<file path="config.mk">
export PLATFORM = sky130hd
export DESIGN_NAME = reg_file_mp
export DESIGN_NICKNAME = d
export VERILOG_FILES = /design/src/rtl/reg_file_mp_pkg.sv /design/src/rtl/reg_file_mp_bank.sv /design/src/rtl/reg_file_mp.sv
export SDC_FILE = /design/constraint.sdc
export NUM_CORES = 1
export LEC_CHECK = 0
export BUFFER_PORTS_ARGS = -buffer_cell sky130_fd_sc_hd__buf_4
export CAP_MARGIN = 40
export CORE_UTILIZATION = 35
export CTS_CLUSTER_DIAMETER = 40
export DETAILED_ROUTE_END_ITERATION = 10
export PLACE_DENSITY_LB_ADDON = 0.2
export REMOVE_ABC_BUFFERS = 1
export SLEW_MARGIN = 20
export SYNTH_ARGS = -nofsm -noshare
export SYNTH_HDL_FRONTEND = slang
export SYNTH_SLANG_ARGS = --single-unit
</file>
<file path="constraint.sdc">
create_clock -name clk -period 5.6 [get_ports clk]
set_clock_uncertainty 0.2 [all_clocks]
set_input_delay 0.56 -clock clk [delete_from_list [all_inputs] [get_ports clk]]
set_output_delay 0.56 -clock clk [all_outputs]
set_load 0.005 [all_outputs]
</file>
<file path="src/rtl/reg_file_mp_pkg.sv">
// rtl/reg_file_mp_pkg.sv - shared types and defaults for the multi-read-port register file
package reg_file_mp_pkg;

   localparam int XLEN_DEF = 32;
   localparam int AW_DEF   = 5;
   localparam int NRD_DEF  = 2;

   typedef enum logic {
      RF_CLEAR = 1'b0,
      RF_RUN   = 1'b1
   } rf_state_t;

   // Per-port source of the visible read data, captured alongside the bank read
   typedef enum logic [1:0] {
      SEL_ZERO = 2'd0,
      SEL_MEM  = 2'd1,
      SEL_BYP  = 2'd2
   } rd_sel_t;

endpackage

</file>
<file path="src/rtl/reg_file_mp_bank.sv">
// rtl/reg_file_mp_bank.sv - one write port, one registered read-first read port
module rf_read_bank #(
   parameter int XLEN = 32,
   parameter int AW   = 5
) (
   input  logic            clk,
   input  logic            we,
   input  logic [AW-1:0]   waddr,
   input  logic [XLEN-1:0] wdata,
   input  logic            re,
   input  logic [AW-1:0]   raddr,
   output logic [XLEN-1:0] rdata
);

   logic [XLEN-1:0] mem [2**AW];

   // Read sees the pre-write contents on a same-edge collision
   always_ff @(posedge clk) begin
      if (we) begin
         mem[waddr] <= wdata;
      end
      if (re) begin
         rdata <= mem[raddr];
      end
   end

endmodule

</file>
<file path="src/rtl/reg_file_mp.sv">
// rtl/reg_file_mp.sv - NRD-read/1-write register file with clear FSM; REGFILE_BYPASS_EN selects write-first collisions
module reg_file_mp
   import reg_file_mp_pkg::*;
#(
   parameter int XLEN     = XLEN_DEF,
   parameter int AW       = AW_DEF,
   parameter int NRD      = NRD_DEF,
   parameter int ZERO_REG = 1
) (
   input  logic              clk,
   input  logic              resetb,
   input  logic              reg_enabl,
   input  logic              wr_enabl,
   input  logic [AW-1:0]     dst_addr,
   input  logic [XLEN-1:0]   dst_data,
   input  logic [NRD*AW-1:0] src_addr,
   output logic [NRD*XLEN-1:0] src_data,
   output logic              init_done
);

   localparam logic [AW-1:0] LAST_PTR = {AW{1'b1}};
   localparam logic [AW-1:0] PTR_ONE  = {{(AW-1){1'b0}}, 1'b1};

   rf_state_t       state_q, state_d;
   logic [AW-1:0]   clr_ptr_q, clr_ptr_d;
   logic            init_done_q;

   logic            in_run;
   logic            rd_cap;
   logic            dst_is_x0;
   logic            wr_act;
   logic            bank_we;
   logic [AW-1:0]   bank_waddr;
   logic [XLEN-1:0] bank_wdata;

   logic [XLEN-1:0] bank_rd [NRD];
   rd_sel_t         sel_d [NRD];
   rd_sel_t         sel_q [NRD];

   always_ff @(posedge clk) begin
      if (!resetb) begin
         state_q     <= RF_CLEAR;
         clr_ptr_q   <= '0;
         init_done_q <= 1'b0;
      end else begin
         state_q     <= state_d;
         clr_ptr_q   <= clr_ptr_d;
         init_done_q <= (state_d == RF_RUN);
      end
   end

   always_comb begin
      state_d   = state_q;
      clr_ptr_d = clr_ptr_q;
      case (state_q)
         RF_CLEAR: begin
            clr_ptr_d = clr_ptr_q + PTR_ONE;
            if (clr_ptr_q == LAST_PTR) begin
               state_d = RF_RUN;
            end
         end
         RF_RUN: begin
            state_d = RF_RUN;
         end
         default: begin
            state_d = RF_CLEAR;
         end
      endcase
   end

   assign init_done = init_done_q;

   assign in_run    = (state_q == RF_RUN);
   assign rd_cap    = in_run & reg_enabl;
   assign dst_is_x0 = (ZERO_REG != 0) && (dst_addr == '0);
   assign wr_act    = rd_cap & wr_enabl & ~dst_is_x0;

   // While clearing, every bank is driven by the clear pointer and zero data
   assign bank_we    = ~in_run | wr_act;
   assign bank_waddr = in_run ? dst_addr : clr_ptr_q;
   assign bank_wdata = in_run ? dst_data : '0;

   generate
      for (genvar p = 0; p < NRD; p++) begin : g_port
         rf_read_bank #(
            .XLEN (XLEN),
            .AW   (AW)
         ) u_bank (
            .clk   (clk),
            .we    (bank_we),
            .waddr (bank_waddr),
            .wdata (bank_wdata),
            .re    (rd_cap),
            .raddr (src_addr[p*AW +: AW]),
            .rdata (bank_rd[p])
         );
      end
   endgenerate

   always_comb begin
      for (int p = 0; p < NRD; p++) begin
         sel_d[p] = SEL_MEM;
         if ((ZERO_REG != 0) && (src_addr[p*AW +: AW] == '0)) begin
            sel_d[p] = SEL_ZERO;
         end
`ifdef REGFILE_BYPASS_EN
         else if (wr_act && (dst_addr == src_addr[p*AW +: AW])) begin
            sel_d[p] = SEL_BYP;
         end
`endif
      end
   end

   always_ff @(posedge clk) begin
      for (int p = 0; p < NRD; p++) begin
         if (!resetb || !in_run) begin
            sel_q[p] <= SEL_ZERO;
         end else if (rd_cap) begin
            sel_q[p] <= sel_d[p];
         end
      end
   end

`ifdef REGFILE_BYPASS_EN
   // All ports capture together, so one forwarded-data register serves every port
   logic [XLEN-1:0] byp_q;

   always_ff @(posedge clk) begin
      if (!resetb) begin
         byp_q <= '0;
      end else if (rd_cap) begin
         byp_q <= dst_data;
      end
   end

   always_comb begin
      src_data = '0;
      for (int p = 0; p < NRD; p++) begin
         case (sel_q[p])
            SEL_MEM: src_data[p*XLEN +: XLEN] = bank_rd[p];
            SEL_BYP: src_data[p*XLEN +: XLEN] = byp_q;
            default: src_data[p*XLEN +: XLEN] = '0;
         endcase
      end
   end
`else
   always_comb begin
      src_data = '0;
      for (int p = 0; p < NRD; p++) begin
         if (sel_q[p] == SEL_MEM) begin
            src_data[p*XLEN +: XLEN] = bank_rd[p];
         end
      end
   end
`endif

endmodule

</file>
==> run_results.csv <==
group,metric,value,unit
worst_setup_path,path_cells,"mux2i_1 -> nand2_1 -> nor2_4 -> buf_4",
worst_setup_path,cp_max_fo,30,
timing,tightest_slew,1.06,ns
die,dieHeight,382,µm
die,start_util,0.352,
timing,final.setup.tns,0,ns
timing,period_share,0.623,
logic_synthesis,synthCells,3101,
die,row_count,139,
final_layout,fin_cells,5375,
logic_synthesis,synth_area,50500,µm²
clocking,cts_tree,"built",
logic_synthesis,synth_warnings,0,
grt,grt_pass1_vias,31600,
placed_design,hpwlAfterDp,106000,µm
drt,ant_nets,0,
drt,routed_via_density,5.78,
worst_setup_path,required,5.82,ns
clocking,post-cts-setup-buffer-count,0,
final_layout,final_cell_mix,"edfxtp_1 (1,090), mux2i_1 (643), buf_4 (219)",
worst_setup_path,timing.rr.start,"init_done$_SDFF_PN0_",
final_layout,syn2layout_area_growth,20.2,%
worst_setup_path,cpPeakStageDelay,0.74,ns
flow_run,timing.max_cap.violations,0,
grt,grt.total_usage,0.228,
run_status,status,"completed",
worst_setup_path,start_kind,"flop",
logic_synthesis,yosysTopAreaCell,"edfxtp_1",
timing,max_slew_margin,0.290,
die,core,143000,µm²
die,die-area,146000,µm²
drt,vias,31100,
power_and_ir_drop,vdd_drop_max,0.256,mV
logic_synthesis,ys_types,43,
power_and_ir_drop,powerDensity,347,nW/µm²
drt,wl,168000,µm
clocking,numCtsBuffers,175,
clocking,clockBufferDepth,3,
worst_setup_path,critPathLaunch,"init_done$_SDFF_PN0_",
drt,wl_per_cell,31.2,µm
clocking,cts_hold_buf,4,
worst_hold_path,hold_class,"in -> reg",
worst_setup_path,path_class,"reg -> reg",
logic_synthesis,yosysTopAreaCellShare,0.648,
worst_setup_path,cp_slowest_cell,"nor2_4",
placed_design,dp_cells,5042,
power_and_ir_drop,p_leak,20.4,nW
logic_synthesis,synth_seq_area_share,0.650,
timing,grt_setup_unrepaired,"false",
die,io_pins,116,
timing,fin_crit,3.49,ns
clocking,htreeDepth,4,
grt,gr-total-overflow,0,
timing,final-max-slew-violation-count,0,
clocking,clk_latency,0.80,ns
timing,setup_viol,0,
drt,detail_route.first_pass.iterations,5,
logic_synthesis,synth_area_leaders,"edfxtp_1 (65%), mux2i_1 (13%), mux4_2 (8.3%)",
grt,grt_start_max_net_pins,85,
grt,grt_antenna_before_repair,7,
placed_design,gp_congestion,0.827,
placed_design,io_buffers,115,
timing,timing.fmax,287,MHz
clocking,cts-root-buf,"clkbuf_16",
drt,drt_iter0_markers,2931,
timing,hold_viol,0,
logic_synthesis,syn_avg_cell_area,16.3,µm²
worst_setup_path,arrival,3.71,ns
die,die_w,382,µm
clocking,cts_resized,0,
worst_hold_path,min_from,"dst_data[28]",
final_layout,drive_gt1_frac,0.234,
final_layout,final_common_cell,"edfxtp_1",
clocking,clock_sinks,1096,
final_layout,layout.nets,3374,
worst_setup_path,endpoint_kind,"flop",
drt,drc_errors,0,
clocking,path_clk_slew,0.05,ns
grt,grt_pass1_wl,237000,µm
logic_synthesis,ys_ff_latch,1096,
[path summary, 6_finish.rpt]
path / to / slack [ns] / cells past startpoint
hold / removal: g_port[1].u_bank.mem[25][28]$_DFFE_PP_ / 0.13 / 2
setup / recovery: g_port[1].u_bank.mem[17][13]$_DFFE_PP_ / 2.11 / 4
setup reg to reg: g_port[1].u_bank.mem[17][13]$_DFFE_PP_ / 2.11 / 4
hold reg to reg: clr_ptr_q[0]$_SDFFE_PN0N_ / 0.33 / 2
[metal layers]
metal | global-route usage | wire [µm] | share of wire
met3 | 0.0381 | 11100 | 0.066
met4 | 0.0696 | 4270 | 0.025
met1 | 0.321 | 74300 | 0.44
met5 | 0 | 0 | 0
met2 | 0.359 | 78200 | 0.47
[through the flow]
| step | hold slack (ns) | cell area [µm²] | utilization | total power, W | setup WS, ns |
|---|---|---|---|---|---|
| floorplan | 0.295 | 49400 | - | 0.00971 | -0.312 |
| global placement | 0.306 | 54100 | 0.377 | 0.0103 | 1.89 |
| detailed placement | 0.317 | 54700 | 0.382 | 0.0104 | 2.01 |
| CTS | 0.0627 | 60700 | 0.423 | 0.0212 | 2.15 |
| global route | 0.145 | 60700 | 0.423 | 0.0216 | 1.98 |
| finish | 0.131 | 60700 | 0.423 | 0.0211 | 2.11 |
[cells by family (layout without fill, tap and decap cells)]
| kind of cell | Yosys count | in the layout | synth area share |
|---|---|---|---|
| AND/OR/NAND/NOR | 405 | 405 | 0.0396 |
| flip-flops | 1096 | 1096 | 0.650 |
| buffers and inverters | 238 | 607 | 0.0227 |
| multiplexers | 836 | 836 | 0.214 |
| other | 0 | 2 | 0 |
| adder cells (fa/ha/maj) | 2 | 2 | 0.000495 |
| XOR/XNOR | 2 | 2 | 0.000347 |
| AO/OA/AOI/OAI | 522 | 522 | 0.0730 |
[registers in the layout, summed over array words and instances, names as in the netlist]
signal,count
sel_q,2
clr_ptr_q,5
g_port.u_bank.rdata,64
init_done,1
g_port.u_bank.mem,1024
[report_power, final]
| part | total (W) | internal [W] | leakage [nW] | switching [W] |
|---|---|---|---|---|
| combinational | 0.00118 | 0.000422 | 8.18 | 0.000758 |
| clock | 0.0109 | 0.00676 | 2.86 | 0.00412 |
| sequential | 0.00904 | 0.00900 | 9.35 | 0.0000351 |
| total | 0.0211 | 0.0162 | 20.4 | 0.00491 |
[synthesized netlist by cell type]
cell type	instances
edfxtp_1	1090
mux2i_1	643
mux4_2	187
a22oi_1	174
a21oi_1	138
nand2_1	112
and2_1	101
clkbuf_1	100
nand3_1	99
buf_2	92
a22o_1	73
nor2_1	36
nor3_1	33
o22ai_1	33
a31oi_1	32
o221ai_1	32
a211oi_1	23
buf_1	20
buf_4	14
a2111oi_2	9
buf_6	8
nor2b_1	8
dfxtp_1	6
nand2b_1	6
mux4_1	5
o21ai_0	3
ha_1	2
inv_1	2
nand3b_1	2
nor4_1	2
o31ai_1	2
or2_2	2
xnor2_1	2
a211o_1	1
and3_1	1
buf_12	1
buf_8	1
mux2_2	1
nor2_2	1
nor3b_1	1
o21a_1	1
o32ai_1	1
or3_1	1
[worst max-delay path, delay by kind of cell, from the launching register on]
kind | cells | cell delay, ns
and+or+nand+nor | 2 | 1.14
DFF | 1 | 0.63
muxes | 1 | 0.56
buffers and inverters | 1 | 0.55
[cell type report]
class                   instances  area [µm²]
fillers                     12700       82800
flip-flops and latches       1096       32900
multi-input cells            1767       16800
clock buffers                 195        4480
repair buffers                279        2720
well taps                    1903        2380
clock inverters               131        1450
inverters                       2        7.51
diodes                          2        5.00
Power figures use the tool's default switching activity.
